--- config.mk ---
export PLATFORM = sky130hd
export DESIGN_NAME = clmul_nib_seq_flat
export DESIGN_NICKNAME = d
export VERILOG_FILES = /design/src/rtl/clmul_nib_seq_if.sv /design/src/rtl/clmul_nib_seq.sv /design/src/flat_wrapper.sv
export SDC_FILE = /design/constraint.sdc
export NUM_CORES = 1
export LEC_CHECK = 0
export BUFFER_PORTS_ARGS = -buffer_cell sky130_fd_sc_hd__clkbuf_2
export CAP_MARGIN = 20
export CORE_MARGIN = 4
export CORE_UTILIZATION = 55
export CTS_CLUSTER_DIAMETER = 60
export DETAILED_ROUTE_END_ITERATION = 8
export PLACE_DENSITY = 0.87
export RECOVER_POWER = 25
export SKIP_CTS_REPAIR_TIMING = 1
export SYNTH_ARGS = -nofsm -noshare
export SYNTH_HDL_FRONTEND = slang
export SYNTH_SLANG_ARGS = --single-unit
export TNS_END_PERCENT = 30
--- constraint.sdc ---
create_clock -name clk -period 2.5 [get_ports clk]
set_input_delay 0.5 -clock clk [delete_from_list [all_inputs] [get_ports clk]]
set_output_delay 0.5 -clock clk [all_outputs]
set_load 0.05 [all_outputs]
--- src/rtl/clmul_nib_seq_if.sv ---
// Purpose: operand/product handshake bundle for clmul_nib_seq.
// Signals: in_valid/in_ready/a/b (operand side), out_valid/out_ready/c (product side), busy.
// Modports: master = producer/consumer side, slave = multiplier side.
interface clmul_nib_seq_if #(
    parameter int unsigned NIB = 4
);
    logic                 in_valid;
    logic                 in_ready;
    logic [4*NIB-1:0]     a;
    logic [4*NIB-1:0]     b;
    logic                 out_valid;
    logic                 out_ready;
    logic [8*NIB-2:0]     c;
    logic                 busy;

    modport master (
        output in_valid, a, b, out_ready,
        input  in_ready, out_valid, c, busy
    );

    modport slave (
        input  in_valid, a, b, out_ready,
        output in_ready, out_valid, c, busy
    );
endinterface

--- src/rtl/clmul_nib_seq.sv ---
// Purpose: sequential carry-less (GF(2)[x]) multiplier built from one 4x4
//          carry-less multiplier time-shared over all NIB*NIB nibble pairs.
// Ports:   clk       - rising-edge clock
//          rst       - asynchronous active-high reset
//          bus       - clmul_nib_seq_if.slave: operands a/b with in_valid/in_ready,
//                      product c with out_valid/out_ready, busy while RUN/DONE.

// 4x4 carry-less multiplier, 7-bit product.
module mult_4_poly (
    input  logic [3:0] a_i,
    input  logic [3:0] b_i,
    output logic [6:0] p_o
);
    always_comb begin
        p_o = '0;
        for (int k = 0; k < 4; k++) begin
            if (b_i[k]) begin
                p_o = p_o ^ (7'(a_i) << k);
            end
        end
    end
endmodule

module clmul_nib_seq #(
    parameter int unsigned NIB = 4
) (
    input  logic             clk,
    input  logic             rst,
    clmul_nib_seq_if.slave   bus
);
    localparam int unsigned W_OP  = 4 * NIB;
    localparam int unsigned W_C   = 8 * NIB - 1;
    localparam int unsigned IDX_W = (NIB > 1) ? $clog2(NIB) : 1;

    typedef enum logic [1:0] {
        S_IDLE = 2'd0,
        S_RUN  = 2'd1,
        S_DONE = 2'd2
    } state_t;

    state_t             state_q, state_d;
    logic [W_OP-1:0]    a_q, a_d;
    logic [W_OP-1:0]    b_q, b_d;
    logic [W_C-1:0]     acc_q, acc_d;
    logic [IDX_W-1:0]   i_q, i_d;
    logic [IDX_W-1:0]   j_q, j_d;

    logic [3:0]         nib_a_c;
    logic [3:0]         nib_b_c;
    logic [6:0]         prod_c;
    logic [IDX_W:0]     sum_c;
    logic [W_C-1:0]     term_c;
    logic               last_i_c;
    logic               last_j_c;

    // Current nibble pair and its partial product placed at weight 4*(i+j).
    assign nib_a_c  = 4'(a_q >> {i_q, 2'b00});
    assign nib_b_c  = 4'(b_q >> {j_q, 2'b00});
    assign sum_c    = {1'b0, i_q} + {1'b0, j_q};
    assign term_c   = W_C'(prod_c) << {sum_c, 2'b00};
    assign last_i_c = (i_q == IDX_W'(NIB - 1));
    assign last_j_c = (j_q == IDX_W'(NIB - 1));

    mult_4_poly u_mult (
        .a_i (nib_a_c),
        .b_i (nib_b_c),
        .p_o (prod_c)
    );

    // State and datapath registers.
    always_ff @(posedge clk or posedge rst) begin
        if (rst) begin
            state_q <= S_IDLE;
            a_q     <= '0;
            b_q     <= '0;
            acc_q   <= '0;
            i_q     <= '0;
            j_q     <= '0;
        end else begin
            state_q <= state_d;
            a_q     <= a_d;
            b_q     <= b_d;
            acc_q   <= acc_d;
            i_q     <= i_d;
            j_q     <= j_d;
        end
    end

    // Next-state and datapath update.
    always_comb begin
        state_d = state_q;
        a_d     = a_q;
        b_d     = b_q;
        acc_d   = acc_q;
        i_d     = i_q;
        j_d     = j_q;

        case (state_q)
            S_IDLE: begin
                if (bus.in_valid) begin
                    a_d     = bus.a;
                    b_d     = bus.b;
                    acc_d   = '0;
                    i_d     = '0;
                    j_d     = '0;
                    state_d = S_RUN;
                end
            end
            S_RUN: begin
                acc_d = acc_q ^ term_c;
                // j is the inner index; the final pair moves us to DONE.
                if (last_j_c) begin
                    j_d = '0;
                    if (last_i_c) begin
                        state_d = S_DONE;
                    end else begin
                        i_d = i_q + IDX_W'(1);
                    end
                end else begin
                    j_d = j_q + IDX_W'(1);
                end
            end
            S_DONE: begin
                if (bus.out_ready) begin
                    state_d = S_IDLE;
                end
            end
            default: begin
                state_d = S_IDLE;
            end
        endcase
    end

    // Status outputs are pure decodes of the state register.
    assign bus.in_ready  = (state_q == S_IDLE);
    assign bus.out_valid = (state_q == S_DONE);
    assign bus.busy      = (state_q != S_IDLE);
    assign bus.c         = acc_q;
endmodule

--- src/flat_wrapper.sv ---
// flat-port wrapper written by rule: the top's interface ports become plain ports
module clmul_nib_seq_flat 
#(
    parameter int unsigned NIB = 4
)
  (clk, rst, bus_in_valid, bus_a, bus_b, bus_out_ready, bus_in_ready, bus_out_valid, bus_c, bus_busy);
  clmul_nib_seq_if #(.NIB(NIB)) bus_i ();
  input  logic clk;
  input  logic rst;
  input wire logic [$bits(bus_i.in_valid)-1:0] bus_in_valid;
  input wire logic [$bits(bus_i.a)-1:0] bus_a;
  input wire logic [$bits(bus_i.b)-1:0] bus_b;
  input wire logic [$bits(bus_i.out_ready)-1:0] bus_out_ready;
  output wire logic [$bits(bus_i.in_ready)-1:0] bus_in_ready;
  output wire logic [$bits(bus_i.out_valid)-1:0] bus_out_valid;
  output wire logic [$bits(bus_i.c)-1:0] bus_c;
  output wire logic [$bits(bus_i.busy)-1:0] bus_busy;
  assign bus_i.in_valid = bus_in_valid;
  assign bus_i.a = bus_a;
  assign bus_i.b = bus_b;
  assign bus_i.out_ready = bus_out_ready;
  assign bus_in_ready = bus_i.in_ready;
  assign bus_out_valid = bus_i.out_valid;
  assign bus_c = bus_i.c;
  assign bus_busy = bus_i.busy;
  clmul_nib_seq #(.NIB(NIB)) u_core (.clk(clk), .rst(rst), .bus(bus_i));
endmodule
== Word-level counts from Yosys, hierarchy flattened ==
Cells that the tools add are included.

* $add $sub $neg: 3
* Equal/unequal tests: 9
* Shift operators: 3
* Mux-type cells: 17
* Bitwise operators: 4
* Reduce and logical (&&, ||, !) cells: 7

{| class="wikitable"
|+ Operators with widths
! kind !! count
|-
| $pmux W31 S2 || 1
|-
| $shr A16 B4 Y4 || 2
|-
| $mux W31 || 1
|-
| $shl A7 B5 Y31 || 1
|-
| $xor A31 B31 Y31 || 1
|-
| $mux W7 || 3
|-
| $mux W2 || 8
|-
| $pmux W2 S2 || 2
|-
| $reduce_and A4 Y1 || 2
|-
| $xor A7 B5 Y7 || 1
|-
| $xor A7 B6 Y7 || 1
|-
| $xor A7 B7 Y7 || 1
|-
| $eq A2 B2 Y1 const B || 3
|-
| $ne A2 B2 Y1 const B || 3
|-
| $pmux W2 S3 || 1
|-
| $add A2 B1 Y2 const B || 2
|-
| $mux W4 || 1
|-
| $ne A2 B1 Y1 const B || 2
|-
| $reduce_and A2 Y1 || 2
|-
| $reduce_bool A2 Y1 || 2
|-
| $add A2 B2 Y3 || 1
|-
| $eq A2 B1 Y1 const B || 1
|-
| $logic_not A2 Y1 || 1
|}

* Register bits: 69
* Input port bits: 36
* Output and inout port bits: 34
* Logic and storage cells: 49

== Longest topological paths before layout ==
* Depth after elaboration: 11
* Depth in mapped cells: 8
* Gate-level depth less buffers: 7

== Cells and area by module ==
A second synthesis with hierarchy kept.

* Cell total of the unflattened synthesis: 279
* Area total of the unflattened synthesis: 3538.4 µm²

{| class="wikitable"
|+ By module, submodules not included
! module !! times used !! cells an instance !! area each (µm²) !! sequential area each (µm²)
|-
| clmul_nib_seq || 1 || 254 || 3385.7 || 1726.7
|-
| mult_4_poly || 1 || 25 || 152.6 || 0.0
|}

== Worst setup path before layout ==
Ideal clock, no wire load.

* Kind: reg2reg
* Start: reg u_core.j_q[0]
* End: reg u_core.acc_q[24], in the netlist u_core.bus.c[24]
* Setup time: 0.146 ns
* Data arrival time: 2.011 ns
* Required time: 2.354 ns
* Slack: 0.343 ns
* Stages on the path, launching flop included: 9
* Clock period less this slack: 2.157 ns
* Cells stage by stage: dfrtp_1 ha_1 fa_1 clkbuf_1 nand3_1 nor2_1 a22oi_1 nand3_1 o21ai_0

* Cells in the longest elaborated chain, start to end: 11
* Elaborated cells between the ends (all ways): 12

{| class="wikitable"
|+ Ends and longest elaborated chain
! item !! line !! text
|-
| start, declared || clmul_nib_seq.sv:46 || <nowiki>logic [IDX_W-1:0] j_q, j_d;</nowiki>
|-
| start signal, assigned || clmul_nib_seq.sv:85 || <nowiki>j_q <= j_d;</nowiki>
|-
| $shr A16 B4 Y4 || clmul_nib_seq.sv:58 || <nowiki>assign nib_b_c = 4'(b_q >> {j_q, 2'b00});</nowiki>
|-
| $mux W4 || clmul_nib_seq.sv:17 || <nowiki>if (b_i[k]) begin</nowiki>
|-
| $xor A7 B5 Y7 || clmul_nib_seq.sv:18 || <nowiki>p_o = p_o ^ (7'(a_i) << k);</nowiki>
|-
| $mux W7 || clmul_nib_seq.sv:17 ||
|-
| $xor A7 B6 Y7 || clmul_nib_seq.sv:18 ||
|-
| $mux W7 || clmul_nib_seq.sv:17 ||
|-
| $xor A7 B7 Y7 || clmul_nib_seq.sv:18 ||
|-
| $mux W7 || clmul_nib_seq.sv:17 ||
|-
| $shl A7 B5 Y31 (*) || clmul_nib_seq.sv:60 || <nowiki>assign term_c = W_C'(prod_c) << {sum_c, 2'b00};</nowiki>
|-
| $xor A31 B31 Y31 (*) || clmul_nib_seq.sv:110 || <nowiki>acc_d = acc_q ^ term_c;</nowiki>
|-
| $pmux W31 S2 (*) || clmul_nib_seq.sv:98 || <nowiki>case (state_q)</nowiki>
|-
| end signal, assigned || clmul_nib_seq.sv:76 || <nowiki>acc_q <= '0;</nowiki>
|-
| end signal, assigned || clmul_nib_seq.sv:83 || <nowiki>acc_q <= acc_d;</nowiki>
|-
| end, declared || clmul_nib_seq.sv:44 || <nowiki>logic [W_C-1:0] acc_q, acc_d;</nowiki>
|}

Every way passes the cells marked *; elsewhere a longest branch is shown, timed or not.
A chain may end at the register's enable or synchronous reset.

== Final worst setup path ==
* Start: reg u_core.j_q[0]
* End: reg u_core.acc_q[4], in the netlist u_core.bus.c[4]

Same word-level chain as after synthesis.

==> qor.csv <==
metric,value,unit
die_h,86.6,um
h-tree-depth,3,
die_x,86.6,um
synth-edff-count,0,
synth-xor-area-share,2.91,%
core,0.00596,mm^2
cts-root-buf,clkbuf_8,
slowest_delay,580,ps
totalWireLength,7030,um
synth_top_cell_by_area,dfrtp_1,
grt_pass1_wl,12100,um
syn_area,0.00340,mm^2
max-slew-margin-rel,37.6,%
yosys.area_share.simple,11.9,%
path_class,register to register,
clkSlewWorstSetupHoldPaths,80,ps
start_kind,register,
wl_per_cell,15.9,um
io_buffers,69,
worstPathCellList,buf_4 > mux4_2 > nand2_1 > xnor3_2 > a22oi_1 > mux2i_1,
track_usage,20.9,%
cp_num_cells,6,
fin_crit_sh,94.1,%
synth_area_per_cell,11.8,um^2
drtAntennaViolNets,0,
worstSkewPairLatency,350,ps
hold_violations,0,
status,"finished, final reports clean",
syn_inst,288,
multi_input_area,0.00160,mm^2
r2r_cells,6,
final_cell_area,0.00406,mm^2
end_kind,register,
fmax,425,MHz
synth_top_family_by_area,multiplexers,
holdCritPathClass,input pin to async pin,
final_nets,403,
synthAdderAreaFrac,1.69,%
async_flop_share,100,%
place_area,0.00384,mm^2
antenna_found_initial,0,
crit_fanout,6,
post-route-min-period,2350,ps
syn_nets,328,
cts_tree,built,
diodes,0,
cp.required,2770,ps
skew,9.72,ps
synth_area_leaders,"dfrtp_1 (51%), mux2_2 (11%), nand2_1 (6.1%)",
grt_max_degree,69,
hold_slack,343,ps
yosysSeqAreaShare,50.8,%
setup_ws,147,ps
clock-sinks,69,
drc,0,
die_area,0.00750,mm^2
area_delta_synth_final,19.5,%
grt_pass1_vias,2568,
grt.overflow.total,0,
drive_above_1_share,38.3,%
final.setup.tns,0,ps
clockBufferDepth,2,
ys_warn_count,0,
setup_viol,0,
viasPerCell,5.60,
yosysTopAreaCellShare,50.8,%
synthFlopType,dfrtp_1,
place_congestion,0.869,
synth_compound_area_share,7.37,%
ys_ff_latch,69,
nFillCells,467,
ios,70,
path_buf_inv,1,
cts_buffers,9,
rsz0062_at_grt,no,
crit_arrival,2620,ps
start_util,57.0,%
drv_slew,0,
drv_cap,0,
vias,2480,
fp-row-count,28,
pre_cts_ws,49.2,ps
worst_slew_pin_slew,935,ps
cp_top_family,multiplexers,
drt_iter0_drc,211,
synth.distinct_cells,35,
first_pass_iters,4,
seqCellArea,0.00173,mm^2
yosys-mux-area-fraction,22.9,%
cp_slowest_cell,mux4_2,
hpwl,5310,um
-- cell usage after synthesis, types with 3 or more instances --
cell type / count
a21oi_1: 3
a22oi_1: 5
a32oi_1: 3
buf_1: 5
clkbuf_1: 4
dfrtp_1: 69
ha_1: 3
inv_1: 4
mux2_2: 33
mux2i_1: 20
mux4_2: 7
nand2_1: 55
nand2b_1: 4
nand3_1: 11
nor2_1: 11
nor2b_1: 4
o211ai_1: 8
o21ai_0: 6
o31ai_1: 9
xor2_1: 3
-- cells by family (layout without fill, tap and decap cells) --
family / after synthesis / count (layout)
compound gates: 36 / 36
xor+xnor: 7 / 7
fa+ha+maj: 4 / 4
buf+inv: 17 / 97
flops: 69 / 69
mux: 62 / 62
simple gates: 93 / 93
-- layout make-up --
| type | count | share of cell area [%] |
|---|---|---|
| Sequential cell | 69 | 42.6 |
| Clock inverter | 3 | 1.05 |
| Tap cell | 75 | 2.31 |
| Timing Repair Buffer | 77 | 10.1 |
| Inverter | 4 | 0.370 |
| Multi-Input combinational cell | 202 | 39.3 |
| Clock buffer | 13 | 4.16 |
-- per-layer routing --
| layer | GRT usage, % | wire (um) | vias to the layer above |
|---|---|---|---|
| li1 | - | - | 1181 |
| met5 | 0 | 0 | - |
| met4 | 8.50 | 145 | 0 |
| met2 | 32.1 | 3480 | 77 |
| met1 | 28.2 | 2960 | 1208 |
| met3 | 5.80 | 447 | 14 |
-- worst reg2reg max path, stage by stage, from the launching register on --
cell     delay, ps
dfrtp_2        450
buf_4          160
mux4_2         580
nand2_1        130
xnor3_2        430
a22oi_1        290
mux2i_1        240
-- stage by stage --
| step | std cells | util (%) |
|---|---|---|
| 2_1_floorplan | 288 | - |
| 3_3_place_gp | 427 | 64.5 |
| 3_5_place_dp | 427 | 64.5 |
| 4_1_cts | 443 | 68.1 |
| 5_1_grt | 443 | 68.1 |
| 6_report | 443 | 68.1 |
-- flip-flops by register name, indices dropped and copies added (netlist names) --
name / count
u_core.a_q: 16
u_core.j_q: 2
u_core.i_q: 2
u_core.state_q: 2
u_core.bus.c: 31
u_core.b_q: 16
-- final timing paths --
path	startpoint	end	slack, ps
max	u_core.j_q[0]	u_core.bus.c[4]	150
min	rst	u_core.a_q[7]	340
max reg2reg	u_core.j_q[0]	u_core.bus.c[4]	150
min reg2reg	u_core.bus.c[21]	u_core.bus.c[21]	480
max in group asynchronous	rst	u_core.j_q[0]	840
min in group clk	bus_b[14]	u_core.b_q[14]	380
-- layout by cell type (no fill, tap or decap), types with 2 or more instances in the layout --
cell type	n
buf_4	5
clkbuf_1	2
mux4_2	7
dfrtp_2	2
a21oi_1	3
ha_1	3
a22oi_1	5
nor2b_1	4
inv_1	4
nand3_1	11
nor2_1	10
o31ai_1	9
clkbuf_8	12
a32oi_1	3
nor3_1	2
nand3b_1	2
o21ai_0	6
nand4_1	2
nand2_1	54
o211ai_1	8
clkbuf_2	70
mux2i_1	20
mux2_2	33
dfrtp_1	67
nand2b_1	4
xor2_1	3
xnor3_2	2
Power is not shown: default switching activity piles up to over one toggle a cycle in this logic, so the estimate is an artifact.
